==> config.mk <==
export PLATFORM = sky130hd
export DESIGN_NAME = reward_update
export DESIGN_NICKNAME = d
export VERILOG_FILES = /design/src/rtl/reward_update.sv
export SDC_FILE = /design/constraint.sdc
export NUM_CORES = 1
export LEC_CHECK = 0
export BUFFER_PORTS_ARGS = -buffer_cell sky130_fd_sc_hd__buf_4
export CAP_MARGIN = 20
export CORE_UTILIZATION = 58
export DETAILED_ROUTE_END_ITERATION = 7
export PLACE_DENSITY = 0.81
export SLEW_MARGIN = 10
export SYNTH_ARGS = -nofsm -noshare
export SYNTH_HDL_FRONTEND = slang
export SYNTH_SLANG_ARGS = --single-unit
==> constraint.sdc <==
create_clock -name clock -period 6.23 [get_ports clock]
set_input_delay 1.246 -clock clock [delete_from_list [all_inputs] [get_ports clock]]
set_output_delay 1.246 -clock clock [all_outputs]
set_load 0.005 [all_outputs]
==> src/rtl/reward_update.sv <==
// Q-routing reward/update sequencer: fetches cluster cost, best-hop Q and action Q,
// then writes back A + ((sat(C+H) - A) >>> ALPHA_SHIFT) to the action entry.
module reward_update #(
    parameter int          WORD_WIDTH    = 16,
    parameter int          ADDR_WIDTH    = 16,
    parameter int          MEM_LATENCY   = 1,
    parameter int          ENTRY_BYTES   = 2,
    parameter int unsigned CLUSTER_BASE  = 'h148,
    parameter int unsigned HOP_BASE      = 'h1C8,
    parameter int unsigned ACTION_BASE   = 'h48,
    parameter int unsigned NUM_CLUSTERS  = 64,
    parameter int unsigned NUM_NEIGHBORS = 64,
    parameter int          ALPHA_SHIFT   = 1
) (
    input  logic                  clock,
    input  logic                  nrst,
    input  logic                  en,
    input  logic                  start,
    input  logic [WORD_WIDTH-1:0] cluster_id,
    input  logic [WORD_WIDTH-1:0] action,
    input  logic [WORD_WIDTH-1:0] besthop,
    input  logic [WORD_WIDTH-1:0] mem_rdata,
    output logic [ADDR_WIDTH-1:0] mem_addr,
    output logic                  mem_re,
    output logic                  mem_we,
    output logic [WORD_WIDTH-1:0] mem_wdata,
    output logic [WORD_WIDTH-1:0] q_new,
    output logic                  busy,
    output logic                  done,
    output logic                  err
);
    localparam int CW = WORD_WIDTH + 32;

    typedef enum logic [3:0] {
        S_IDLE, S_ARM, S_RD_C, S_WT_C, S_RD_H, S_WT_H, S_RD_A, S_WT_A, S_CALC, S_WR, S_DONE
    } state_t;

    state_t                r_state, w_next;
    logic [WORD_WIDTH-1:0] r_cid, r_act, r_bh;
    logic [WORD_WIDTH-1:0] r_c, r_h, r_a, r_q;
    logic                  r_err;
    logic [2:0]            r_wcnt;

    logic                  w_launch, w_oob, w_wlast;
    logic [ADDR_WIDTH-1:0] w_addr_c, w_addr_h, w_addr_a;
    logic [WORD_WIDTH:0]   w_sum;
    logic [WORD_WIDTH-1:0] w_t, w_qc;
    logic signed [WORD_WIDTH:0]   w_d, w_sh;
    logic signed [WORD_WIDTH+1:0] w_r;

    assign w_launch = (r_state == S_ARM) && en && start;
    assign w_oob    = (CW'(cluster_id) >= CW'(NUM_CLUSTERS)) ||
                      (CW'(action)     >= CW'(NUM_NEIGHBORS)) ||
                      (CW'(besthop)    >= CW'(NUM_NEIGHBORS));
    assign w_wlast  = (r_wcnt == 3'd0);

    assign w_addr_c = ADDR_WIDTH'(CLUSTER_BASE) + ADDR_WIDTH'(r_cid) * ADDR_WIDTH'(ENTRY_BYTES);
    assign w_addr_h = ADDR_WIDTH'(HOP_BASE)     + ADDR_WIDTH'(r_bh)  * ADDR_WIDTH'(ENTRY_BYTES);
    assign w_addr_a = ADDR_WIDTH'(ACTION_BASE)  + ADDR_WIDTH'(r_act) * ADDR_WIDTH'(ENTRY_BYTES);

    // Saturating target, signed error, arithmetic shift, clamp back to unsigned range
    assign w_sum = {1'b0, r_c} + {1'b0, r_h};
    assign w_t   = w_sum[WORD_WIDTH] ? '1 : w_sum[WORD_WIDTH-1:0];
    assign w_d   = $signed({1'b0, w_t}) - $signed({1'b0, r_a});
    assign w_sh  = w_d >>> ALPHA_SHIFT;
    assign w_r   = $signed({2'b00, r_a}) + $signed({w_sh[WORD_WIDTH], w_sh});
    assign w_qc  = w_r[WORD_WIDTH+1] ? '0 : (w_r[WORD_WIDTH] ? '1 : w_r[WORD_WIDTH-1:0]);

    always_ff @(posedge clock) begin
        if (!nrst) begin
            r_state <= S_IDLE;
            r_cid   <= '0;
            r_act   <= '0;
            r_bh    <= '0;
            r_c     <= '0;
            r_h     <= '0;
            r_a     <= '0;
            r_q     <= '0;
            r_err   <= 1'b0;
            r_wcnt  <= '0;
        end else begin
            r_state <= w_next;
            if (w_launch) begin
                r_cid <= cluster_id;
                r_act <= action;
                r_bh  <= besthop;
                r_err <= w_oob;
            end
            case (r_state)
                S_RD_C, S_RD_H, S_RD_A: r_wcnt <= 3'(MEM_LATENCY - 1);
                S_WT_C, S_WT_H, S_WT_A: if (!w_wlast) r_wcnt <= r_wcnt - 3'd1;
                default: ;
            endcase
            if (w_wlast) begin
                if (r_state == S_WT_C) r_c <= mem_rdata;
                if (r_state == S_WT_H) r_h <= mem_rdata;
                if (r_state == S_WT_A) r_a <= mem_rdata;
            end
            if (r_state == S_CALC) r_q <= w_qc;
        end
    end

    always_comb begin
        w_next = r_state;
        case (r_state)
            S_IDLE: if (en) w_next = S_ARM;
            S_ARM:  if (!en) w_next = S_IDLE;
                    else if (start) w_next = w_oob ? S_DONE : S_RD_C;
            S_RD_C: w_next = S_WT_C;
            S_WT_C: if (w_wlast) w_next = S_RD_H;
            S_RD_H: w_next = S_WT_H;
            S_WT_H: if (w_wlast) w_next = S_RD_A;
            S_RD_A: w_next = S_WT_A;
            S_WT_A: if (w_wlast) w_next = S_CALC;
            S_CALC: w_next = S_WR;
            S_WR:   w_next = S_DONE;
            S_DONE: w_next = S_IDLE;
            default: w_next = S_IDLE;
        endcase
    end

    always_comb begin
        mem_addr  = '0;
        mem_re    = 1'b0;
        mem_we    = 1'b0;
        mem_wdata = '0;
        busy      = !((r_state == S_IDLE) || (r_state == S_ARM));
        done      = (r_state == S_DONE);
        case (r_state)
            S_RD_C: begin mem_addr = w_addr_c; mem_re = 1'b1; end
            S_WT_C: mem_addr = w_addr_c;
            S_RD_H: begin mem_addr = w_addr_h; mem_re = 1'b1; end
            S_WT_H: mem_addr = w_addr_h;
            S_RD_A: begin mem_addr = w_addr_a; mem_re = 1'b1; end
            S_WT_A: mem_addr = w_addr_a;
            S_WR:   begin mem_addr = w_addr_a; mem_we = 1'b1; mem_wdata = r_q; end
            default: ;
        endcase
    end

    assign q_new = r_q;
    assign err   = r_err;
endmodule

==> impl_metrics.py <==
metrics = {
    "clocking": {
        "cts_sinks": 117,
        "clk_pin_slew_ns": 0.05,
        "cts_made_buffers": 17,
        "hold_buffers": 0,
        "cts_tree": "yes",
        "clockBufferDepth": 2,
        "insertion_delay_ns": 0.42,
        "post-cts-setup-buffer-count": 0,
        "htree_levels": 4,
        "cts_resized": 0,
        "cts-root-buf": "clkbuf_16",
    },
    "logic_synthesis": {
        "synthMuxAreaShare_pct": 0,
        "synth_largest_area_cell": "dfxtp_1",
        "synth_top_area_share_pct": 30.7,
        "synth_top_family_by_area": "compound AO/OA/AOI/OAI gates",
        "synthCells": 998,
        "netlist_area_mm2": 0.00764,
        "synthAdderAreaFrac_pct": 9.63,
        "syn_nets": 1123,
        "ys_ff_latch": 117,
        "synth_warnings": 0,
        "synth_seq_area_share_pct": 30.7,
        "avgSynthCellArea_um2": 7.65,
        "async_flop_share_pct": 0,
        "netlist_top_cells_area": "dfxtp_1, nand2_1, a21boi_0, ha_1, xnor2_1",
        "synth_xor_area_share_pct": 8.37,
        "synth_edf_count": 0,
        "synth_ff_type": "dfxtp_1",
        "synth-compound-area-share_pct": 24.7,
        "synth-simple-area-share_pct": 22.8,
        "ys_types": 58,
    },
    "routing": {
        "via_per_inst": 5.50,
        "vias": 7068,
        "routed_wirelength_um": 18400,
        "drt_iter0_markers": 377,
        "dr.pass1.iters": 5,
        "ant_nets": 0,
        "drcViolationCount": 0,
        "post_drt_wl_per_cell_um": 14.3,
    },
    "critical_path": {
        "setup.worst_path.end_class": "register",
        "crit_fanout": 13,
        "worst-endpoint-required_ns": 6.57,
        "ff2ff_setup_slack_ns": 0.56,
        "cp-start-kind": "register",
        "cp.arrival_ns": 6.01,
        "timing_worst_setup_path_type": "reg2reg",
        "r2r-end": "q_new[9]",
        "rr_worst_depth": 24,
        "r2r-start": "r_c[0]",
    },
    "placed_design": {
        "place.gp.congestion": 0.868,
        "portBuffers": 119,
        "dp_hpwl_um": 13600,
        "post-place-ws_ns": 0.169,
    },
    "floorplan": {
        "io_pins": 121,
        "die-area_mm2": 0.0136,
        "start_util_pct": 60.0,
        "die_y_um": 117,
        "core-area_mm2": 0.0127,
        "rows": 41,
        "die_w_um": 117,
    },
    "final_layout": {
        "fill_cells": 1026,
        "area_growth_pct": 21.8,
        "drive_gt1_share_pct": 15.6,
        "final_nets": 1224,
        "multiInputGateArea_mm2": 0.00502,
        "seqCellArea_mm2": 0.00234,
        "diodes": 0,
    },
    "grt": {
        "grt_overflow": 0,
        "grtUsageTotal_pct": 28.1,
        "grt_pass1_vias": 6427,
        "antenna_found_initial": 0,
        "grt_pass1_wl_um": 30000,
        "grt_max_degree": 104,
    },
    "timing": {
        "worst_pin_slew_ns": 1.09,
        "finalMaxSlewViolations": 0,
        "fin_crit_ns": 5.67,
        "rsz0062_at_grt": "false",
        "finalSetupViolations": 0,
        "slew_headroom_pct": 27.4,
        "setup_tns_ns": 0,
        "finalHoldViolCount": 0,
        "fin_crit_sh_pct": 91.0,
        "max_freq_ghz": 0.176,
        "hold_ws_ns": 0.455,
        "fin_ws_ns": 0.562,
        "fin_skew_ns": 0.00900,
    },
    "power": {
        "power_frac_seq_pct": 35.4,
        "p_int_mw": 1.67,
        "netSwitchingFraction_pct": 25.4,
        "switchingPower_mw": 0.569,
        "power.density_mw_per_mm2": 241,
        "power_leakage_nw": 4.07,
        "power_frac_clock_pct": 48.5,
        "irDropWorstVdd_v": 0.000196,
        "pwr-share-comb_pct": 16.1,
    },
    "worst_hold_path": {
        "hp-class": "reg2reg",
        "hold_depth": 2,
        "min_from": "q_new[6]",
        "min_to": "q_new[6]",
    },
    "run": {
        "cap_violations": 0,
    },
    "outcome": {
        "outcome": "complete, no violations",
    },
}
logic make-up (layout without fill, tap and decap cells):
| group | Yosys count | count (layout) |
|---|---|---|
| xor+xnor | 73 | 73 |
| flops | 117 | 117 |
| buf+inv | 77 | 191 |
| other cells | 1 | 1 |
| simple gates | 400 | 400 |
| fa+ha+maj | 57 | 57 |
| compound gates | 273 | 273 |
metal layers:
layer	track usage [%]	up-vias	share of wire, %
li1	-	3635	-
met1	35.7	3221	46
met2	47.0	177	47
met3	5.55	35	4.7
met4	11.0	0	2.1
met5	0	-	0
worst max-delay path: stages, from the launching register on:
cell and delay (ns):
dfxtp_1 0.31, ha_1 0.22, fa_1 0.43, a211oi_1 0.30, o211ai_1 0.16, nor4b_1 0.19, or3_1 0.41, fa_1 0.47
a211oi_1 0.25, nor2_1 0.12, o41ai_2 0.29, o21ba_2 0.20, o21bai_1 0.06, a21oi_1 0.18, xnor2_1 0.14, ha_1 0.30
a21o_1 0.18, a21oi_1 0.17, o21ai_0 0.11, a41o_1 0.24, o21ai_0 0.21, xnor2_1 0.21, buf_4 0.25, nor2_1 0.06
o21ai_0 0.12
final cells by class:
type,instances,area share [%]
Clock buffer,20,4.91
Inverter,33,1.33
Timing Repair Buffer,126,10.2
Clock inverter,12,2.15
Multi-Input combinational cell,804,53.9
Tap cell,172,2.31
Sequential cell,117,25.2
power groups by stage:
stage               clock (mW)  sequential (mW)  combinational, mW
floorplan                    0            0.798              0.253
global placement             0            0.807              0.348
detailed placement           0            0.808              0.352
CTS                       1.09            0.792              0.356
global route              1.13            0.796              0.398
finish                    1.08            0.792              0.361
cells in the mapped netlist, drive strengths merged, types with 11 or more instances:
library cell	number
o21ai	51
nand2	252
xnor2	38
nor2	50
nand3	13
xor2	35
and2	17
nor3	11
a21oi	42
inv	33
ha	54
clkbuf	42
dfxtp	117
a21boi	96
a21o	24
through the flow:
| stage | cell area, um2 | utilization (%) | std cells | power, mW |
|---|---|---|---|---|
| finish | 9300 | 73.1 | 1284 | 2.24 |
| global route | 9300 | 73.1 | 1284 | 2.32 |
| CTS | 9270 | 72.8 | 1281 | 2.24 |
| detailed placement | 8610 | 67.7 | 1249 | 1.16 |
| global placement | 8610 | 67.7 | 1249 | 1.15 |
| floorplan | 7640 | - | 998 | 1.05 |
flip-flops by register name, summed over array words and instances (netlist names):
signal,cells
r_a,16
r_act,15
r_state,4
q_new,16
r_bh,15
r_h,16
err,1
r_cid,15
r_wcnt,3
r_c,16
worst max-delay path by stage:
stage | slack, ns | to | cells after the start | from
6_report | 0.56 | q_new[9] | 24 | r_c[0]
4_1_cts | 0.15 | q_new[13] | 23 | r_c[0]
5_1_grt | 0.05 | q_new[1] | 24 | r_c[0]
3_5_place_dp | 0.17 | q_new[13] | 23 | r_c[0]
3_3_place_gp | 0.42 | q_new[2] | 23 | r_c[0]
2_1_floorplan | 0.74 | q_new[10] | 26 | r_c[0]
cells in the final DEF, fill, tap and decap left out, types with 5 or more instances in the layout:
| cell | Yosys | final |
|---|---|---|
| or3_1 | 5 | 5 |
| xnor2_1 | 38 | 38 |
| and2_1 | 17 | 17 |
| a21boi_0 | 96 | 96 |
| clkbuf_16 | 0 | 17 |
| nand2_1 | 252 | 252 |
| o21ai_0 | 47 | 46 |
| nand4_1 | 8 | 8 |
| xor2_1 | 35 | 35 |
| o21ai_1 | 4 | 5 |
| nor4_1 | 9 | 9 |
| and3_1 | 10 | 10 |
| bufinv_16 | 0 | 5 |
| nand3_1 | 13 | 12 |
| nor2b_1 | 8 | 7 |
| dfxtp_1 | 117 | 117 |
| buf_4 | 1 | 126 |
| a22oi_1 | 10 | 10 |
| or2_2 | 5 | 5 |
| a21o_1 | 24 | 24 |
| a211oi_1 | 9 | 9 |
| inv_1 | 33 | 33 |
| a21oi_1 | 41 | 41 |
| nor2_1 | 50 | 49 |
| ha_1 | 54 | 54 |
| nor3_1 | 11 | 11 |
(Power assumes the default switching activity.)
